<file path="config.mk">
export PLATFORM = sky130hd
export DESIGN_NAME = pipelined_rca
export DESIGN_NICKNAME = d
export VERILOG_FILES = /design/src/rtl/rca_pkg.sv /design/src/rtl/rca_chunk.sv /design/src/rtl/pipelined_rca.sv
export SDC_FILE = /design/constraint.sdc
export NUM_CORES = 1
export LEC_CHECK = 0
export CAP_MARGIN = 20
export CORE_UTILIZATION = 56
export DETAILED_ROUTE_END_ITERATION = 8
export DONT_BUFFER_PORTS = 1
export PLACE_DENSITY = 0.71
export SKIP_LAST_GASP = 1
export SLEW_MARGIN = 40
export SYNTH_ARGS = -nofsm -noshare
export SYNTH_HDL_FRONTEND = slang
export SYNTH_HIERARCHICAL = 1
export SYNTH_SLANG_ARGS = --single-unit
</file>
<file path="constraint.sdc">
create_clock -name clk -period 4.93 [get_ports clk]
set_clock_uncertainty 0.2 [all_clocks]
set_input_delay 0.2465 -clock clk [delete_from_list [all_inputs] [get_ports clk]]
set_output_delay 0.2465 -clock clk [all_outputs]
set_load 0.1 [all_outputs]
</file>
<file path="src/rtl/rca_pkg.sv">
// Shared definitions for the pipelined ripple-carry adder/subtractor.
// Holds default sizing, the operation encoding and the geometry check.
package rca_pkg;

  localparam int DEFAULT_WIDTH  = 32;
  localparam int DEFAULT_STAGES = 4;

  typedef enum logic {
    OP_ADD = 1'b0,
    OP_SUB = 1'b1
  } op_e;

  function automatic bit width_ok(input int width, input int stages);
    return (stages >= 1) && (stages <= width) && ((width % stages) == 0);
  endfunction

endpackage

</file>
<file path="src/rtl/rca_chunk.sv">
// Combinational W-bit ripple of single-bit full adders.
// Exposes the carry into the top bit so the last stage can derive signed overflow.
module rca_chunk #(
  parameter int unsigned W = 8
) (
  input  logic [W-1:0] a,
  input  logic [W-1:0] b,
  input  logic         ci,
  output logic [W-1:0] sum,
  output logic         cout,
  output logic         c_msb_in
);

  logic [W:0] c;

  always_comb begin
    sum  = '0;
    c    = '0;
    c[0] = ci;
    for (int unsigned i = 0; i < W; i++) begin
      sum[i]   = a[i] ^ b[i] ^ c[i];
      c[i+1]   = (a[i] & b[i]) | (c[i] & (a[i] ^ b[i]));
    end
  end

  assign cout     = c[W];
  assign c_msb_in = c[W-1];

endmodule

</file>
<file path="src/rtl/pipelined_rca.sv">
// Pipelined ripple-carry adder/subtractor: one CHUNK-bit ripple per stage,
// registered carry between stages, whole-pipe valid/ready stall.
module pipelined_rca
  import rca_pkg::*;
#(
  parameter int WIDTH  = DEFAULT_WIDTH,
  parameter int STAGES = DEFAULT_STAGES
) (
  input  logic             clk,
  input  logic             rst,
  input  logic             in_valid,
  output logic             in_ready,
  input  logic [WIDTH-1:0] x,
  input  logic [WIDTH-1:0] y,
  input  logic             cin,
  input  logic             sub,
  input  logic             flush,
  output logic             out_valid,
  input  logic             out_ready,
  output logic [WIDTH-1:0] s,
  output logic             cout,
  output logic             ovf,
  output logic             zero
);

  localparam int CHUNK = WIDTH / STAGES;

  if (!width_ok(WIDTH, STAGES)) begin : g_cfg_err
    $error("pipelined_rca: WIDTH must be a multiple of STAGES and STAGES in 1..WIDTH");
  end

  op_e              mode;
  logic             adv;
  logic [WIDTH-1:0] y_eff;
  logic             cin_eff;

  assign mode     = op_e'(sub);
  assign adv      = !out_valid || out_ready;
  assign in_ready = adv;
  assign y_eff    = (mode == OP_SUB) ? ~y : y;
  assign cin_eff  = (mode == OP_SUB) ? 1'b1 : cin;

  // Each stage keeps only the operand bits above its chunk; finished low
  // result bits accumulate in r_q, growing by CHUNK per stage.
  genvar k;
  for (k = 0; k < STAGES; k++) begin : g_stage
    localparam int DONE = (k + 1) * CHUNK;

    logic [CHUNK-1:0] xa, ya, sum;
    logic             ci, vi, co, cm;
    logic [DONE-1:0]  r_d;

    rca_chunk #(.W(CHUNK)) u_chunk (
      .a        (xa),
      .b        (ya),
      .ci       (ci),
      .sum      (sum),
      .cout     (co),
      .c_msb_in (cm)
    );

    if (k == 0) begin : g_head
      assign xa  = x[CHUNK-1:0];
      assign ya  = y_eff[CHUNK-1:0];
      assign ci  = cin_eff;
      assign vi  = in_valid;
      assign r_d = sum;
    end else begin : g_body
      assign xa  = g_stage[k-1].g_fwd.xr_q[CHUNK-1:0];
      assign ya  = g_stage[k-1].g_fwd.yr_q[CHUNK-1:0];
      assign ci  = g_stage[k-1].g_fwd.c_q;
      assign vi  = g_stage[k-1].g_fwd.v_q;
      assign r_d = {sum, g_stage[k-1].g_fwd.r_q};
    end

    if (k < STAGES - 1) begin : g_fwd
      localparam int REM = WIDTH - DONE;

      logic [REM-1:0]  xr_d, yr_d, xr_q, yr_q;
      logic [DONE-1:0] r_q;
      logic            v_q, c_q;

      if (k == 0) begin : g_src
        assign xr_d = x[WIDTH-1:CHUNK];
        assign yr_d = y_eff[WIDTH-1:CHUNK];
      end else begin : g_src
        assign xr_d = g_stage[k-1].g_fwd.xr_q[REM+CHUNK-1:CHUNK];
        assign yr_d = g_stage[k-1].g_fwd.yr_q[REM+CHUNK-1:CHUNK];
      end

      always_ff @(posedge clk or posedge rst) begin
        if (rst)        v_q <= 1'b0;
        else if (flush) v_q <= 1'b0;
        else if (adv)   v_q <= vi;
      end

      always_ff @(posedge clk) begin
        if (adv) begin
          c_q  <= co;
          r_q  <= r_d;
          xr_q <= xr_d;
          yr_q <= yr_d;
        end
      end
    end else begin : g_tail
      always_ff @(posedge clk or posedge rst) begin
        if (rst) begin
          out_valid <= 1'b0;
          s         <= '0;
          cout      <= 1'b0;
          ovf       <= 1'b0;
          zero      <= 1'b0;
        end else begin
          if (flush)    out_valid <= 1'b0;
          else if (adv) out_valid <= vi;
          if (adv) begin
            s    <= r_d;
            cout <= co;
            ovf  <= co ^ cm;
            zero <= (r_d == '0);
          end
        end
      end
    end
  end

endmodule

</file>
# == Word level (Yosys, flattened, before mapping) ==
# Cells that the tools add are included.
# W data, S select, Z words.
# classes
muxes,10
bitwise_logic,162
n_reduce_logical,4
# op_table
cell,count
$xor A1 B1 Y1,65
$and A1 B1 Y1,64
$logic_not A32 Y1,1
$mux W32,1
$not A32 Y32,1
$or A1 B1 Y1,32
$mux W1,9
$reduce_bool A2 Y1,1
$logic_not A1 Y1,1
$logic_or A1 B1 Y1,1
# totals
reg_bits,186
output_inout_bits,37

# == Logic depth before layout (Yosys ltp) ==
# Gate-level depths: netlist of the first run.
# logic_depth
ltp_word,19
mapped_depth,15

# == Cells and area by module ==
# The synthesis of the first run kept the hierarchy.
# by_module_without_submodules
mod,instances,cells_per_inst,area_per_inst_um2
pipelined_rca,1,359,6317.3
rca_chunk,4,18,197.7

# == Worst setup path before layout of the first run ==
# Ideal clock, no wire load.
# synth_timing
kind,reg-to-reg
start,register g_stage[2].g_fwd.xr_q[0]
end,register zero
setup_time_ps,92
arrival_time_ps,3713
t_required_ps,4638
setup_slack_ps,925
stages_incl_launch_ff,16
n_path_buf,0
period_less_slack_ps,4005
path_cell_list,edfxtp_1 > fa_1 > inv_1 > fa_1 > inv_1 > fa_1 > fa_1 > fa_1 > fa_1 > inv_1 > fa_1 > inv_1 > fa_1 > nor4_2 > nand4_1 > o31ai_2
# synth_between
elab_chain_len,17
word_cells_on_any_way,25
classes_between,24 x bitwise; 1 x reduce/logical
# synth_lines
element,line_no,text
start: declaration,pipelined_rca.sv:79,"logic [REM-1:0] xr_d, yr_d, xr_q, yr_q;"
start signal: assignment,pipelined_rca.sv:101,xr_q <= xr_d;
$xor A1 B1 Y1,rca_chunk.sv:22,c[i+1] = (a[i] & b[i]) | (c[i] & (a[i] ^ b[i]));
$and A1 B1 Y1,rca_chunk.sv:22,
$or A1 B1 Y1 (*),rca_chunk.sv:22,
$and A1 B1 Y1 (*),rca_chunk.sv:22,
$or A1 B1 Y1 (*),rca_chunk.sv:22,
$and A1 B1 Y1 (*),rca_chunk.sv:22,
$or A1 B1 Y1 (*),rca_chunk.sv:22,
$and A1 B1 Y1 (*),rca_chunk.sv:22,
(+3 left out),n/a,
$and A1 B1 Y1 (*),rca_chunk.sv:22,
$or A1 B1 Y1 (*),rca_chunk.sv:22,
$and A1 B1 Y1 (*),rca_chunk.sv:22,
$or A1 B1 Y1 (*),rca_chunk.sv:22,
net g_stage[3].cm,pipelined_rca.sv:50,"logic ci, vi, co, cm;"
$xor A1 B1 Y1 (*),rca_chunk.sv:21,sum[i] = a[i] ^ b[i] ^ c[i];
net g_stage[3].sum[7],pipelined_rca.sv:49,"logic [CHUNK-1:0] xa, ya, sum;"
$logic_not A32 Y1 (*),pipelined_rca.sv:120,zero <= (r_d == '0);
end signal: assignment,pipelined_rca.sv:120,
end: declaration,pipelined_rca.sv:23,output logic zero
# The timed path passes the listed nets; every way through them passes the cells marked *.
# A chain may end at the register's enable or synchronous reset.

# == Worst setup path after layout of the first run ==
# Ends and elaborated chain as after synthesis.

==> metrics.md, run 1 <==
| Metric | Value |
|---|---|
| Worst-Skew Late Latency | `0.42 ns` |
| Pre-CTS setup slack | `0.714 ns` |
| Syn_nets | `534` |
| Area grow syn2layout | `22.6%` |
| Clock Pin Slew Worst Setup and Hold Paths | `0.07 ns` |
| Post-synth EDFFs | `147` |
| Final Hold Fails | `0` |
| Post-synth top area share | `0.621` |
| RSZ-0062 raised after global routing | `false` |
| Core area | `12200 sq um` |
| Int Pwr | `3010 uW` |
| Most instantiated cells after synthesis | `147 x edfxtp_1, 107 x nand2_1, 41 x inv_1, 39 x dfrtp_1` |
| Die Wd | `115 um` |
| TritonRoute pass-1 iters | `5` |
| FF+latch area | `5430 sq um` |
| Total Nets Final | `626` |
| Path depth of the worst reg2reg path | `15` |
| CTS Root Cell | `clkbuf_16` |
| Seq pwr share | `0.631` |
| First-pass GRT wire length | `18200 um` |
| Placed cell area | `7290 sq um` |
| Crit path capture type | `flop` |
| Post-route cell area | `8710 sq um` |
| Slew margin rel. | `0.405` |
| DIE AREA | `13100 sq um` |
| Ports | `108` |
| CTS tree | `yes` |
| Most common cell in the netlist | `edfxtp_1` |
| Worst path depth | `15` |
| Critical Path End | `zero$_DFFE_PP0P_` |
| Hold WC Path Type | `in -> async` |
| Cell Chain, Critical Path | `fa_1, inv_1, fa_1, inv_1, fa_1, fa_1, fa_1, fa_1, inv_1, fa_1, inv_1, fa_1, nor4_2, nand4_1, o31ai_2` |
| Slowest CP cell | `fa_1` |
| Status | `finished, final reports clean` |
| Fin. max-slew vios | `0` |
| # DRC | `0` |
| Reg2reg start | `g_stage[2].g_fwd.xr_q[0]$_DFFE_PP_` |
| Setup TNS | `0 ns` |
| Clk sink count | `186` |
| Worst vdd ir | `0.313 mV` |
| Synth area leaders | `edfxtp_1 62%, dfrtp_1 14%, fa_1 9.0%` |
| # diodes | `0` |
| Slew of the pin with the lowest slew margin | `0.892 ns` |
| Syn Inst Count | `431` |
| Initial Utilization | `0.582` |
| CTS Buffer Depth | `2` |
| Final core occ | `0.714` |
| Syn Area/Cell | `16.5 sq um` |
| Chip Height | `115 um` |
| Fmax | `235 MHz` |
| Max incr delay on CP | `0.48 ns` |
| Critical Path RT | `5.06 ns` |
| Critical path class | `reg -> reg` |
| Share of cells above drive strength 1 | `0.129` |
| #FFs+latches synth | `186` |
| RePlAce Congestion | `0.764` |
| FF-to-FF End | `zero$_DFFE_PP0P_` |
| Setup-failing EPs final | `0` |
| Synth Cell Area | `7110 sq um` |
| H-tree lvl count | `4` |
| Leading area contributor after synthesis | `edfxtp_1` |
| Worst Path Buf+Inv | `4` |
| Combinational Power Share | `0.076` |
| CP top delay family | `adder cells` |
| Critical Path Source | `g_stage[2].g_fwd.xr_q[0]$_DFFE_PP_` |
| Worst EP arrival | `4.39 ns` |
| Initial antenna violation count | `0` |
| IO buf count | `0` |
| Largest net degree at the start of global routing | `128` |
| Sw Share | `0.343` |
| Synth async-reset ratio | `0.210` |
| Post-synth cell types | `20` |
| Wire per inst | `16.5 um` |
| Starting DRT DRC Count | `263` |
| Total Routing Usage GR | `0.196` |
| Net Switching | `1570 uW` |
| Drt total wl | `11600 um` |
| Clk network pwr share | `0.293` |
| Cell repeated most along the worst path | `fa_1` |
| R2r setup slk | `0.67 ns` |
| Crit path max fanout | `2` |
| Tcrit/Tclk final | `0.864` |
| HPWL Detailed | `6670 um` |
| Syn. warnings | `6` |
| Area of the multi-input gates | `1480 sq um` |
| Worst hold slack | `0.0531 ns` |
| Power Density | `525 nW/um^2` |
| Sequential area share after synthesis | `0.758` |
| Top_reg_cell synth | `edfxtp_1` |
| Max-cap violations | `0` |
| FILL cells | `818` |
| Vias/cell | `4.87` |
| Number of global-route vias before repair | `3619` |
| Leak Pwr | `0.00353 uW` |
| Vias post-DR | `3425` |
| Grt ovf | `0` |
| Row count | `40` |
| Crit path launch type | `flop` |
| Final setup margin | `0.669 ns` |
| DRT antenna net count | `0` |
| Total CTS buffers | `17` |
| Min Tclk post-route | `4.26 ns` |
cell families (layout without fill, tap and decap cells):
kind of cell,after synthesis,in the layout,share of synthesized area
flip-flops,186,186,0.758
AND/OR/NAND/NOR,121,121,0.0720
buffers and inverters,54,159,0.0343
XOR/XNOR,33,33,0.0407
adder cells (fa/ha/maj),32,32,0.0901
AO/OA/AOI/OAI,5,5,0.00458
power groups by stage:
stage | combinational (uW) | clock [uW] | sequential, uW
after CTS | 342 | 1360 | 2880
after floorplan | 210 | 0 | 2830
final | 346 | 1340 | 2880
after global placement | 251 | 0 | 2880
after global routing | 400 | 1430 | 2920
after detailed placement | 268 | 0 | 2910
repair_timing:
item / 4_1_cts / 5_1_grt
setup buffers: 0 / 0
endpoints found under the hold margin: 98 / 0
hold buffers: 82 / 0
gates resized for setup: 0 / 0
final cells by class:
class,count,area share
multi-input combinational,191,0.170
tap,168,0.0241
clock inverter,12,0.0169
timing repair buffer,85,0.0968
clock buffer,20,0.0501
inverter,42,0.0195
sequential,186,0.623
flip-flops by register name, indices dropped and copies added, names as in the netlist:
register            count
zero                    1
g_stage.g_fwd.xr_q     48
out_valid               1
g_stage.g_fwd.v_q       3
g_stage.g_fwd.yr_q     48
s                      32
cout                    1
g_stage.g_fwd.c_q       3
ovf                     1
g_stage.g_fwd.r_q      48
metal layers:
metal | track usage | vias to the layer above | part of all wire
met5 | 0 | - | 0
met4 | 0.0874 | 0 | 0.013
met1 | 0.231 | 1706 | 0.39
li1 | - | 1616 | -
met3 | 0.0540 | 9 | 0.059
met2 | 0.336 | 94 | 0.54
placed cells by master (no fill, tap or decap), drive strengths merged, types with 7 or more instances in the layout:
cell type	netlist	routed
clkinv	0	7
dlygate4sd3	0	82
edfxtp	147	147
nor4	8	8
inv	42	43
xor2	32	32
clkbuf	0	20
dfrtp	39	39
nand2	107	107
fa	32	32
worst min-delay path by stage:
| stage | start | endpoint | slack [ns] | depth (start not counted) |
|---|---|---|---|---|
| 6_report | rst | s[22]$_DFFE_PP0P_ | 0.05 | 2 |
| 5_1_grt | x[6] | g_stage[0].g_fwd.r_q[6]$_DFFE_PP_ | 0.05 | 3 |
| 4_1_cts | rst | s[27]$_DFFE_PP0P_ | 0.05 | 2 |
| 3_5_place_dp | rst | s[27]$_DFFE_PP0P_ | -0.07 | 1 |
| 3_3_place_gp | rst | s[27]$_DFFE_PP0P_ | -0.07 | 1 |
| 2_1_floorplan | flush | g_stage[0].g_fwd.v_q$_DFFE_PP0P_ | 0.11 | 1 |
stage by stage:
step | power, uW | std cells
2_1_floorplan | 3040 | 431
3_3_place_gp | 3130 | 590
3_5_place_dp | 3180 | 590
4_1_cts | 4580 | 704
5_1_grt | 4750 | 704
6_report | 4570 | 704
(Power assumes the default switching activity.)
==> run 2, diff against run 1 <==
--- a/config.mk
+++ b/config.mk
@@ -9,7 +9,8 @@
 export CORE_UTILIZATION = 56
 export DETAILED_ROUTE_END_ITERATION = 8
 export DONT_BUFFER_PORTS = 1
-export PLACE_DENSITY = 0.71
+export PLACE_DENSITY_LB_ADDON = 0.08
+export RECOVER_POWER = 50
 export SKIP_LAST_GASP = 1
 export SLEW_MARGIN = 40
 export SYNTH_ARGS = -nofsm -noshare
==> constraint.sdc (replaced) <==
create_clock -name clk -period 5.5 [get_ports clk]
set_clock_uncertainty 0.2 [all_clocks]
set_input_delay 0.275 -clock clk [delete_from_list [all_inputs] [get_ports clk]]
set_output_delay 0.275 -clock clk [all_outputs]
set_load 0.1 [all_outputs]
==> metrics.md, run 2 (same netlist as run 1, synthesis figures left out) <==
| Metric | Value |
|---|---|
| H-tree lvl count | `4` |
| Total Power | `4200 uW` |
| Ports | `108` |
| RePlAce Congestion | `0.724` |
| Worst vdd ir | `0.243 mV` |
| Row count | `40` |
| Leak Pwr | `0.00358 uW` |
| Failing checks | `max-capacitance violations, max-slew violations` |
| Chip Height | `115 um` |
| DRT antenna net count | `0` |
| Setup-failing EPs final | `0` |
| Slew of the pin with the lowest slew margin | `2.14 ns` |
| Hold Path Origin | `cin` |
| Int Pwr | `2820 uW` |
| Critical Path RT | `5.60 ns` |
| Total CTS buffers | `17` |
| Combinational Power Share | `0.072` |
| Crit path launch type | `flop` |
| Reg2reg start | `out_valid$_DFFE_PP0P_` |
| Vias/cell | `4.82` |
| DIE AREA | `13100 sq um` |
| Total Nets Final | `626` |
| Setup TNS | `0 ns` |
| FILL cells | `830` |
| Number of global-route vias before repair | `3511` |
| Crit path max fanout | `128` |
| Slew margin rel. | `-0.427` |
| Net Switching | `1390 uW` |
| Final Hold Fails | `0` |
| Worst EP arrival | `4.67 ns` |
| Top flop regs | `g_stage.g_fwd.r_q (48), g_stage.g_fwd.xr_q (48), g_stage.g_fwd.yr_q (48)` |
| Fmax | `219 MHz` |
| Crit path capture type | `flop` |
| CTS Root Cell | `clkbuf_16` |
| Hold WC Path Type | `in -> reg` |
| Seq pwr share | `0.610` |
| Sw Share | `0.330` |
| CTS Buffer Depth | `2` |
| Critical Path Source | `out_valid$_DFFE_PP0P_` |
| Clock Pin Slew Worst Setup and Hold Paths | `0.07 ns` |
| Share of cells above drive strength 1 | `0.0746` |
| CTS tree | `yes` |
| Initial Utilization | `0.582` |
| Die Wd | `115 um` |
| Critical path class | `reg -> reg` |
| Most common cell after layout, fill and taps aside | `edfxtp_1` |
| # diodes | `0` |
| Min Tclk post-route | `4.57 ns` |
| Fin. max-slew vios | `83` |
| Core area | `12200 sq um` |
| Vias post-DR | `3396` |
| IO buf count | `0` |
| Wire per inst | `15.8 um` |
| Final setup margin | `0.930 ns` |
| HPWL Detailed | `6330 um` |
| RSZ-0062 raised after global routing | `false` |
| Pre-CTS setup slack | `1.26 ns` |
| Initial antenna violation count | `0` |
| Clk network pwr share | `0.319` |
| Power Density | `480 nW/um^2` |
| # Post-CTS Setup Buffers | `0` |
| TritonRoute pass-1 iters | `4` |
| Drt total wl | `11100 um` |
| Starting DRT DRC Count | `205` |
| Area grow syn2layout | `23.1%` |
| Max-cap violations | `2` |
| Clk sink count | `186` |
| # DRC | `0` |
| Tcrit/Tclk final | `0.831` |
| Total Routing Usage GR | `0.185` |
| First-pass GRT wire length | `17400 um` |
| Most frequent cells in the layout | `147 x edfxtp_1, 107 x nand2_1, 81 x dlygate4sd3_1` |
| Largest net degree at the start of global routing | `129` |
| Grt ovf | `0` |
| Worst-Skew Late Latency | `0.41 ns` |
| Status | `finished, violations left` |
run 2: changes by cell type in the layout (fill, tap and decap cells not counted), moves of 3 or more:
cell,previous run,this run
clkinv_2,4,1
clkbuf_8,0,4
dfrtp_1,9,39
dfrtp_2,30,0
run 2: metrics by stage:
| step | area [sq um] | util | instances | hold WS [ns] |
|---|---|---|---|---|
| 2_1_floorplan | 7110 | - | 431 | 0.138 |
| 3_3_place_gp | 7270 | 0.595 | 590 | 0.102 |
| 3_5_place_dp | 7290 | 0.597 | 590 | 0.113 |
| 4_1_cts | 8770 | 0.718 | 703 | 0.00123 |
| 5_1_grt | 8750 | 0.716 | 704 | 0.0157 |
| 6_report | 8750 | 0.716 | 704 | 0.0212 |
run 2: cell type report:
type	count	area, sq um	share of cell area
Clock buffer	21	480	0.0549
Timing Repair Buffer	85	830	0.0948
Sequential cell	186	5390	0.616
Clock inverter	11	190	0.0217
Tap cell	168	210	0.0240
Inverter	42	170	0.0194
Multi-Input combinational cell	191	1480	0.169
run 2: critical path, cell delays in order, from the launching register on:
cell and delay [ns]:
dfrtp_1 0.92, nor2b_4 0.27, clkbuf_1 1.53, inv_12 0.65, buf_4 0.57, nand2_1 0.18, nand2_1 0.06
run 2: timing repair:
action                                 in CTS  in global routing
setup endpoints to repair                   0                  0
resized for setup                           0                  0
endpoints found under the hold margin      98                  0
hold buffers                               81                  0
run 2: path summary, 6_finish.rpt:
path / end / slack (ns) / depth (start not counted)
worst max register to register: s[21]$_DFFE_PP0P_ / 0.93 / 6
worst min register to register: g_stage[2].g_fwd.r_q[15]$_DFFE_PP_ / 0.22 / 0
min in group asynchronous: s[23]$_DFFE_PP0P_ / 0.89 / 3
worst max-delay path: s[21]$_DFFE_PP0P_ / 0.93 / 6
worst min-delay path: g_stage[0].g_fwd.r_q[0]$_DFFE_PP_ / 0.02 / 2
max in group asynchronous: s[11]$_DFFE_PP0P_ / 3.01 / 3
run 2: layer usage:
layer  routed length [um]  track usage  vias to the layer above
met4                  145       0.0805                        0
met2                 5710        0.314                       98
met5                    0            0                        -
li1                     -            -                     1619
met3                  668       0.0529                        9
met1                 4600        0.223                     1670
run 2: power groups by stage:
stage                     sequential [uW]  clock (uW)  combinational (uW)
after detailed placement             2610           0                 239
after global placement               2590           0                 226
after global routing                 2600        1410                 352
after CTS                            2580        1360                 300
final                                2560        1340                 301
after floorplan                      2540           0                 188
